==> src/rtl/multdiv_iter_if.sv <==
// Start/result bus for the iterative multiply/divide unit.
// Handshake: exactly one of ctrl_MULT/ctrl_DIV high at a rising edge starts an operation (operands and is_signed sampled there);
// data_resultRDY is a one-cycle pulse during which data_result/data_result_hi/data_exception are valid; busy is high while an op is in flight.
interface multdiv_iter_if #(parameter int WIDTH = 32);
  logic             ctrl_MULT;
  logic             ctrl_DIV;
  logic             is_signed;
  logic [WIDTH-1:0] data_operandA;
  logic [WIDTH-1:0] data_operandB;
  logic [WIDTH-1:0] data_result;
  logic [WIDTH-1:0] data_result_hi;
  logic             data_exception;
  logic             data_resultRDY;
  logic             busy;

  modport master (
    output ctrl_MULT, ctrl_DIV, is_signed, data_operandA, data_operandB,
    input  data_result, data_result_hi, data_exception, data_resultRDY, busy
  );

  modport slave (
    input  ctrl_MULT, ctrl_DIV, is_signed, data_operandA, data_operandB,
    output data_result, data_result_hi, data_exception, data_resultRDY, busy
  );
endinterface

==> src/rtl/multdiv_iter.sv <==
// Iterative signed/unsigned multiply (shift-add) and divide (restoring), one bit per cycle.
// Operands are reduced to magnitudes up front and the signs are reapplied in FIX.
module multdiv_iter #(
  parameter int WIDTH = 32,
  parameter int CNT_W = 6
) (
  input  logic        clock,
  input  logic        reset,
  multdiv_iter_if.slave bus,
  output logic [2:0]  state_dbg
);

  typedef enum logic [2:0] {IDLE, PREP, ITER, FIX, DONE} state_t;

  localparam logic [WIDTH-1:0] MIN_VAL = {1'b1, {(WIDTH-1){1'b0}}};

  state_t           state, state_nxt;
  logic [CNT_W-1:0] cnt;
  logic             op_div, op_signed, neg_a, neg_b;
  logic [WIDTH-1:0] op_a, op_b;
  logic [WIDTH-1:0] hi_q, lo_q, div_q;
  logic [WIDTH-1:0] res_lo, res_hi;
  logic             res_exc;

  logic             start;
  logic [WIDTH:0]   add_sum, shifted, trial;
  logic [2*WIDTH-1:0] mul_next, div_next, prod, prod_fix;
  logic             neg_p, fix_exc;
  logic [WIDTH-1:0] quo_fix, rem_fix;

  function automatic logic [WIDTH-1:0] mag(input logic [WIDTH-1:0] x, input logic s);
    return (s && x[WIDTH-1]) ? (~x + 1'b1) : x;
  endfunction

  assign start = bus.ctrl_MULT ^ bus.ctrl_DIV;

  always_ff @(posedge clock or negedge reset) begin
    if (!reset) state <= IDLE;
    else        state <= state_nxt;
  end

  // A valid start wins in every state, which is how restart aborts an op in flight.
  always_comb begin
    state_nxt = state;
    if (start) begin
      state_nxt = PREP;
    end else begin
      case (state)
        PREP:    if (cnt == CNT_W'(1)) state_nxt = (op_div && op_b == '0) ? DONE : ITER;
        ITER:    if (cnt == CNT_W'(WIDTH-1)) state_nxt = FIX;
        FIX:     state_nxt = DONE;
        DONE:    state_nxt = IDLE;
        default: state_nxt = IDLE;
      endcase
    end
  end

  // Multiply: lo holds the multiplier, hi accumulates; divide: {hi,lo} = {remainder, quotient}.
  always_comb begin
    add_sum  = {1'b0, hi_q} + (lo_q[0] ? {1'b0, div_q} : {(WIDTH+1){1'b0}});
    mul_next = {add_sum, lo_q[WIDTH-1:1]};
    shifted  = {hi_q, lo_q[WIDTH-1]};
    trial    = shifted - {1'b0, div_q};
    if (!trial[WIDTH]) div_next = {trial[WIDTH-1:0], lo_q[WIDTH-2:0], 1'b1};
    else               div_next = {shifted[WIDTH-1:0], lo_q[WIDTH-2:0], 1'b0};

    neg_p    = neg_a ^ neg_b;
    prod     = {hi_q, lo_q};
    prod_fix = neg_p ? (~prod + 1'b1) : prod;
    quo_fix  = neg_p ? (~lo_q + 1'b1) : lo_q;
    rem_fix  = neg_a ? (~hi_q + 1'b1) : hi_q;
    if (op_div)         fix_exc = op_signed && (op_a == MIN_VAL) && (op_b == '1);
    else if (op_signed) fix_exc = prod_fix[2*WIDTH-1:WIDTH] != {WIDTH{prod_fix[WIDTH-1]}};
    else                fix_exc = prod_fix[2*WIDTH-1:WIDTH] != '0;
  end

  always_ff @(posedge clock or negedge reset) begin
    if (!reset) begin
      cnt       <= '0;
      op_div    <= 1'b0;
      op_signed <= 1'b0;
      op_a      <= '0;
      op_b      <= '0;
      neg_a     <= 1'b0;
      neg_b     <= 1'b0;
      hi_q      <= '0;
      lo_q      <= '0;
      div_q     <= '0;
      res_lo    <= '0;
      res_hi    <= '0;
      res_exc   <= 1'b0;
    end else if (start) begin
      cnt       <= '0;
      op_div    <= bus.ctrl_DIV;
      op_signed <= bus.is_signed;
      op_a      <= bus.data_operandA;
      op_b      <= bus.data_operandB;
    end else begin
      case (state)
        PREP: begin
          if (cnt == '0) begin
            neg_a <= op_signed & op_a[WIDTH-1];
            neg_b <= op_signed & op_b[WIDTH-1];
            lo_q  <= mag(op_a, op_signed);
            div_q <= mag(op_b, op_signed);
            hi_q  <= '0;
            cnt   <= CNT_W'(1);
          end else begin
            cnt <= '0;
            if (op_div && op_b == '0) begin
              res_lo  <= '0;
              res_hi  <= '0;
              res_exc <= 1'b1;
            end
          end
        end
        ITER: begin
          {hi_q, lo_q} <= op_div ? div_next : mul_next;
          cnt          <= cnt + CNT_W'(1);
        end
        FIX: begin
          res_lo  <= op_div ? quo_fix : prod_fix[WIDTH-1:0];
          res_hi  <= op_div ? rem_fix : prod_fix[2*WIDTH-1:WIDTH];
          res_exc <= fix_exc;
        end
        default: ;
      endcase
    end
  end

  assign bus.data_result    = res_lo;
  assign bus.data_result_hi = res_hi;
  assign bus.data_exception = res_exc;
  assign bus.data_resultRDY = (state == DONE);
  assign bus.busy           = (state != IDLE);
  assign state_dbg          = state;

endmodule

==> src/flat_wrapper.sv <==
// flat-port wrapper written by rule: the top's interface ports become plain ports
module multdiv_iter_flat 
#(
  parameter int WIDTH = 32,
  parameter int CNT_W = 6
)
  (clock, reset, state_dbg, bus_ctrl_MULT, bus_ctrl_DIV, bus_is_signed, bus_data_operandA, bus_data_operandB, bus_data_result, bus_data_result_hi, bus_data_exception, bus_data_resultRDY, bus_busy);
  multdiv_iter_if #(.WIDTH(WIDTH)) bus_i ();
  input  logic clock;
  input  logic reset;
  output logic [2:0] state_dbg;
  input wire logic [$bits(bus_i.ctrl_MULT)-1:0] bus_ctrl_MULT;
  input wire logic [$bits(bus_i.ctrl_DIV)-1:0] bus_ctrl_DIV;
  input wire logic [$bits(bus_i.is_signed)-1:0] bus_is_signed;
  input wire logic [$bits(bus_i.data_operandA)-1:0] bus_data_operandA;
  input wire logic [$bits(bus_i.data_operandB)-1:0] bus_data_operandB;
  output wire logic [$bits(bus_i.data_result)-1:0] bus_data_result;
  output wire logic [$bits(bus_i.data_result_hi)-1:0] bus_data_result_hi;
  output wire logic [$bits(bus_i.data_exception)-1:0] bus_data_exception;
  output wire logic [$bits(bus_i.data_resultRDY)-1:0] bus_data_resultRDY;
  output wire logic [$bits(bus_i.busy)-1:0] bus_busy;
  assign bus_i.ctrl_MULT = bus_ctrl_MULT;
  assign bus_i.ctrl_DIV = bus_ctrl_DIV;
  assign bus_i.is_signed = bus_is_signed;
  assign bus_i.data_operandA = bus_data_operandA;
  assign bus_i.data_operandB = bus_data_operandB;
  assign bus_data_result = bus_i.data_result;
  assign bus_data_result_hi = bus_i.data_result_hi;
  assign bus_data_exception = bus_i.data_exception;
  assign bus_data_resultRDY = bus_i.data_resultRDY;
  assign bus_busy = bus_i.busy;
  multdiv_iter #(.WIDTH(WIDTH), .CNT_W(CNT_W)) u_core (.clock(clock), .reset(reset), .bus(bus_i), .state_dbg(state_dbg));
endmodule
==> config.mk <==
export PLATFORM = sky130hd
export DESIGN_NAME = multdiv_iter_flat
export DESIGN_NICKNAME = d
export VERILOG_FILES = /design/src/rtl/multdiv_iter_if.sv /design/src/rtl/multdiv_iter.sv /design/src/flat_wrapper.sv
export SDC_FILE = /design/constraint.sdc
export NUM_CORES = 1
export LEC_CHECK = 0
export BUFFER_PORTS_ARGS = -buffer_cell sky130_fd_sc_hd__buf_2
export CAP_MARGIN = 20
export CORE_ASPECT_RATIO = 0.75
export CORE_UTILIZATION = 40
export CTS_CLUSTER_DIAMETER = 30
export DETAILED_ROUTE_END_ITERATION = 8
export PLACE_DENSITY = 0.61
export SKIP_LAST_GASP = 1
export SLEW_MARGIN = 40
export SYNTH_ARGS = -nofsm -noshare
export SYNTH_HDL_FRONTEND = slang
export SYNTH_SLANG_ARGS = --single-unit
==> constraint.sdc <==
create_clock -name clock -period 4.3 [get_ports clock]
set_clock_uncertainty 0.2 [all_clocks]
set_input_delay 0.86 -clock clock [delete_from_list [all_inputs] [get_ports clock]]
set_output_delay 0.86 -clock clock [all_outputs]
set_load 0.05 [all_outputs]
Word-level counts from Yosys, hierarchy flattened
Cells that the tools add are included.
{"block": "totals", "register_bits": 238, "latchBits": 0, "ram_bits": 0, "mem_bits_ro": 0, "in_bits": 69, "elab_cells": 93, "mem_count": 0}
{"block": "op_classes", "add_sub_neg": 8, "n_mul": 0, "n_div": 0, "magnitude_cmp": 0, "n_eq_ne": 14, "shift": 0, "n_mux": 31, "bitwise_logic": 10, "n_reduce_logical": 16}
{"cell": "32-bit two-way mux", "count": 11}
{"cell": "32-bit case mux with 2 select lines", "count": 4}
{"cell": "64-bit two-way mux", "count": 3}
{"cell": "32-bit by 1-bit adder with 32-bit output, second input constant", "count": 4}
{"cell": "32-bit inverter", "count": 4}
{"cell": "64-bit by 1-bit adder with 64-bit output, second input constant", "count": 1}
{"cell": "32-bit equality test, second input constant", "count": 2}
{"cell": "64-bit inverter", "count": 1}
{"cell": "32-bit by 33-bit adder with 33-bit output", "count": 1}
{"cell": "33-bit by 32-bit subtractor with 33-bit output", "count": 1}
{"cell": "32-bit zero test", "count": 1}
{"cell": "32-bit != test", "count": 1}
{"cell": "32-bit nonzero test", "count": 1}
{"cell": "3-bit two-way mux", "count": 4}
{"cell": "6-bit case mux with 2 select lines", "count": 1}
{"cell": "3-bit case mux with 3 select lines", "count": 1}
{"cell": "6-bit by 1-bit adder with 6-bit output, second input constant", "count": 1}
{"cell": "3-bit by 2-bit equality test with 1-bit output, second input constant", "count": 2}
{"cell": "6-bit by 1-bit equality test with 1-bit output, second input constant", "count": 1}
{"cell": "6-bit by 5-bit equality test with 1-bit output, second input constant", "count": 1}
{"cell": "6-bit zero test", "count": 1}
{"cell": "6-bit two-way mux", "count": 1}
{"cell": "3-bit by 1-bit != test with 1-bit output, second input constant", "count": 2}
{"cell": "3-bit AND reduction", "count": 2}
{"cell": "other kinds (14)", "count": 27}

Depth between registers and ports, before layout
{"block": "logic_depth", "depth_word": 7, "mapped_depth": 15, "mapped_depth_nobuf": 14}

Least setup slack after synthesis
Ideal clock, no wire load.
{"block": "synth_path", "path_kind": "register to register", "start": "reg u_core.hi_q[1]", "end": "reg u_core.res_exc, in the netlist u_core.bus.data_exception", "setup_time_ns": 0.133, "t_arrival_ns": 3.616, "slack_ns": 0.351, "path_stages_with_launch": 14, "n_path_buf": 1, "period_less_slack_ns": 3.949, "path_cell_list": "dfrtp_1 -> clkbuf_1 -> inv_1 -> ha_1 -> nor3b_1 -> nand4_1 -> nor4b_1 -> a41oi_1 -> xor2_1 -> nand2_1 -> or4b_2 -> o2bb2ai_1 -> o2bb2ai_1 -> a31oi_1"}
{"block": "synth_between", "elab_chain_len": 7, "word_cells_on_any_way": 8}
{"item": "from (decl)", "line_no": "multdiv_iter.sv:21", "rtl": "logic [WIDTH-1:0] hi_q, lo_q, div_q;"}
{"item": "from (signal assigned)", "line_no": "multdiv_iter.sv:118", "rtl": "{hi_q, lo_q} <= op_div ? div_next : mul_next;"}
{"item": "64-bit inverter", "line_no": "multdiv_iter.sv:69", "rtl": "prod_fix = neg_p ? (~prod + 1'b1) : prod;"}
{"item": "64-bit by 1-bit adder with 64-bit output", "line_no": "multdiv_iter.sv:69"}
{"item": "64-bit two-way mux (*)", "line_no": "multdiv_iter.sv:69"}
{"item": "32-bit != test / 32-bit nonzero test (equally long branches)", "line_no": "multdiv_iter.sv:73, multdiv_iter.sv:74"}
{"item": "1-bit two-way mux (*)", "line_no": "multdiv_iter.sv:73", "rtl": "else if (op_signed) fix_exc = prod_fix[2*WIDTH-1:WIDTH] != {WIDTH{prod_fix[WIDTH-1]}};"}
{"item": "1-bit two-way mux (*)", "line_no": "multdiv_iter.sv:72", "rtl": "if (op_div) fix_exc = op_signed && (op_a == MIN_VAL) && (op_b == '1);"}
{"item": "1-bit case mux with 2 select lines (*)", "line_no": "multdiv_iter.sv:99", "rtl": "case (state)"}
{"item": "to (signal assigned)", "line_no": "multdiv_iter.sv:124", "rtl": "res_exc <= fix_exc;"}
{"item": "to (decl)", "line_no": "multdiv_iter.sv:23", "rtl": "logic res_exc;"}
Every way passes the cells marked *; elsewhere a longest branch is shown, timed or not.
A chain may end at the register's enable or synchronous reset.

Worst setup path after layout
{"block": "layout_path", "start": "reg u_core.lo_q[22]", "end": "reg u_core.res_exc, in the netlist u_core.bus.data_exception"}
{"block": "layout_between", "elab_chain_len": 7, "word_cells_on_any_way": 8}
{"item": "from (decl)", "line_no": "multdiv_iter.sv:21"}
{"item": "from (signal assigned)", "line_no": "multdiv_iter.sv:104", "rtl": "lo_q <= mag(op_a, op_signed);"}
{"item": "from (signal assigned)", "line_no": "multdiv_iter.sv:118"}
{"item": "64-bit inverter (*)", "line_no": "multdiv_iter.sv:69"}
{"item": "64-bit by 1-bit adder with 64-bit output (*)", "line_no": "multdiv_iter.sv:69"}
{"item": "64-bit two-way mux (*)", "line_no": "multdiv_iter.sv:69"}
{"item": "32-bit != test / 32-bit nonzero test (equally long branches)", "line_no": "multdiv_iter.sv:73, multdiv_iter.sv:74"}
{"item": "1-bit two-way mux (*)", "line_no": "multdiv_iter.sv:73"}
{"item": "1-bit two-way mux (*)", "line_no": "multdiv_iter.sv:72"}
{"item": "1-bit case mux with 2 select lines (*)", "line_no": "multdiv_iter.sv:99"}
Marks and branches as above.

==> qor.txt <==
Max rail drop VDD - 0.409 mV
final design utilization - 0.488
Root Buffer - clkbuf_16
all-layer global routing usage - 0.259
Die X - 245 µm
core area - 0.0434 mm²
ratio of cells with drive above 1 in the final layout - 0.159
pre-CTS setup slack - 198 ps
post-synth net total - 2343
top cells by area, synth - dfrtp_1 34%, nand2_1 9.1%, o21ai_0 5.9%
hold_buf cts - 0
synth-to-layout area growth - 19.9%
clock transition at the registers of the reported paths - 50 ps
f_max - 246 MHz
Pleak - 9.84 nW
Yosys top cell by area - dfrtp_1
initial DRC count - 1751
async set-reset flop share out of synthesis - 1.00
total vias in the final route - 17.2k
total die area - 0.0450 mm²
DRC errors left - 0
worst setup path startpoint - u_core.lo_q[22]
CP Class - flip-flop to flip-flop
Starting Density - 0.407
WP data required - 4530 ps
Final min period - 4070 ps
post-DP HPWL - 44700 µm
RSZ-0062 raised after global routing - no
post-CTS sizing - 0
Seq cells post-synth - 238
largest fanout on the critical path - 8
H-tree depth - 2
antenna diode count - 0
worst-margin pin slew - 855 ps
synthesized area per cell - 8.03 µm²
Clk Latency, worst-skew pair - 580 ps
1st-pass router iterations - 5
register area share after synthesis - 0.337
post-CTS setup buffers - 0
Synth top area share - 0.337
post-route setup slack - 234 ps
Largest stage delay, worst path - 700 ps
CP delay by family, top - simple AND/OR/NAND/NOR gates
CP startpoint kind - flip-flop
post-route ant nets - 0
number of buffers added on ports - 138
post-synth cell types - 82
r2r worst-path depth - 9
fill cell count - 4297
power per cell area - 732 mW/mm²
Final Cycle Share - 0.946
Clock Tree Buf Depth - 3
CP bufs+invs - 0
end of the critical path - u_core.bus.data_exception
Rel. slew slack - 0.429
num ports - 139
critical path's slowest cell - or4b_2
CP Capture Type - flip-flop
gpl congestion - 0.980
hold crit path type - primary input to asynchronous set/reset pin
# nets final - 2503
vias per inst - 5.76
placed cell area - 0.0194 mm²
most frequent cells after synthesis - 426 x nand2_1, 238 x dfrtp_1, 207 x o21ai_0, 151 x nor2_1, 130 x a21oi_1
total gr overflow - 0
Design Area, Final - 0.0212 mm²
largest net degree at the start of global routing - 86
first-pass GRT wire length - 91900 µm
setup_tns - 0 ps
r2r startpoint - u_core.lo_q[22]
Syn Std Cell Area - 0.0177 mm²
Critical Path Stages - 9
Synth Flop Type - dfrtp_1
final setup fails - 0
Crit path arrival time - 4290 ps
CP dominant cell by count - o2bb2ai_1
R2R Setup Slk - 230 ps
synth warn - 0
Final Hold Fails - 0
crit-path cells - or4_4 -> or4_1 -> or3_1 -> o21ai_0 -> xor2_1 -> or4b_2 -> o2bb2ai_1 -> o2bb2ai_1 -> a31oi_1
TritonCTS clock tree - built
Num CTS Buffers - 54
Max Cap Viol - 0
status - complete, no violations
routed len/inst - 19.7 µm
Final Max Slew Viols - 0
DRT Wirelength - 58900 µm
vias in the first global route - 15.9k
Post-synth EDFFs - 0
Die Y - 184 µm
most frequent cell after synthesis - nand2_1
row count - 66
Gate Count Post-Synth - 2200
initial antenna violation count - 0
clock sinks - 238
reg2reg end - u_core.bus.data_exception
==> per-layer routing <==
| metal | vias up | wire [µm] | global-route usage |
|---|---|---|---|
| li1 | 8104 | - | - |
| met1 | 8256 | 29500 | 0.414 |
| met2 | 729 | 23400 | 0.352 |
| met3 | 80 | 5040 | 0.0447 |
| met4 | 0 | 939 | 0.0578 |
| met5 | - | 0 | 0 |
==> registers in the layout (all words and copies together), names as in the netlist <==
register	flops
u_core.op_div	1
u_core.lo_q	32
u_core.bus.data_exception	1
u_core.neg_a	1
u_core.op_b	32
u_core.neg_b	1
u_core.bus.data_result_hi	32
u_core.cnt	6
u_core.div_q	32
u_core.bus.data_result	32
u_core.hi_q	32
u_core.op_a	32
u_core.op_signed	1
u_core.state_dbg	3
==> through the flow <==
stage               total power [mW]  hold slack (ps)  instances
global route                    16.4             99.5       2982
detailed placement              11.4              263       2882
finish                          15.5             44.8       2982
floorplan                       8.91              250       2200
global placement                11.3              257       2882
CTS                             15.4             92.2       2982
==> cell type report <==
| class | instances | area [µm²] | share of cell area |
|---|---|---|---|
| clock buffer | 66 | 1450 | 0.0683 |
| clock inverter | 34 | 328 | 0.0155 |
| inverter | 65 | 244 | 0.0115 |
| multi-input combinational | 1755 | 10900 | 0.514 |
| sequential | 238 | 5960 | 0.281 |
| tap | 578 | 723 | 0.0341 |
| timing repair buffer | 246 | 1590 | 0.0749 |
==> cell usage in the layout (no fill, tap or decap), drive strengths merged, types with 19 or more instances in the layout <==
master / netlist / routed
nand2: 426 / 426
xor2: 96 / 96
ha: 72 / 72
clkinv: 2 / 21
dfrtp: 238 / 238
nand3: 31 / 31
inv: 63 / 67
clkbuf: 120 / 66
o31ai: 60 / 60
a21oi: 130 / 130
a22o: 33 / 33
a31oi: 25 / 25
a21o: 19 / 19
nor3: 50 / 50
nor2: 151 / 151
buf: 22 / 246
or3: 25 / 25
mux2i: 50 / 50
nor4: 26 / 26
xnor2: 106 / 106
o21ai: 208 / 208
==> worst min-delay path by stage <==
stage                               startpoint                            end  slack, ps  cells past startpoint
finish                                   reset  u_core.bus.data_result_hi[21]         40                      1
global route                             reset  u_core.bus.data_result_hi[22]        100                      1
CTS                                      reset  u_core.bus.data_result_hi[21]         90                      1
detailed placement  u_core.bus.data_result[17]     u_core.bus.data_result[17]        260                      2
global placement    u_core.bus.data_result[16]     u_core.bus.data_result[16]        260                      2
floorplan                     u_core.div_q[11]               u_core.div_q[11]        250                      2
==> report_power, final <==
part / internal [mW] / switching [mW]
logic: 2.76 / 5.20
registers: 2.89 / 0.702
clock network: 2.58 / 1.38
==> logic make-up after synthesis <==
kind of cell	after synthesis	share of synthesized area
flops	238	0.337
buf+inv	207	0.0521
compound gates	598	0.215
fa+ha+maj	74	0.0533
xor+xnor	202	0.100
mux	54	0.0309
simple gates	827	0.212
Power figures use the tool's default switching activity.
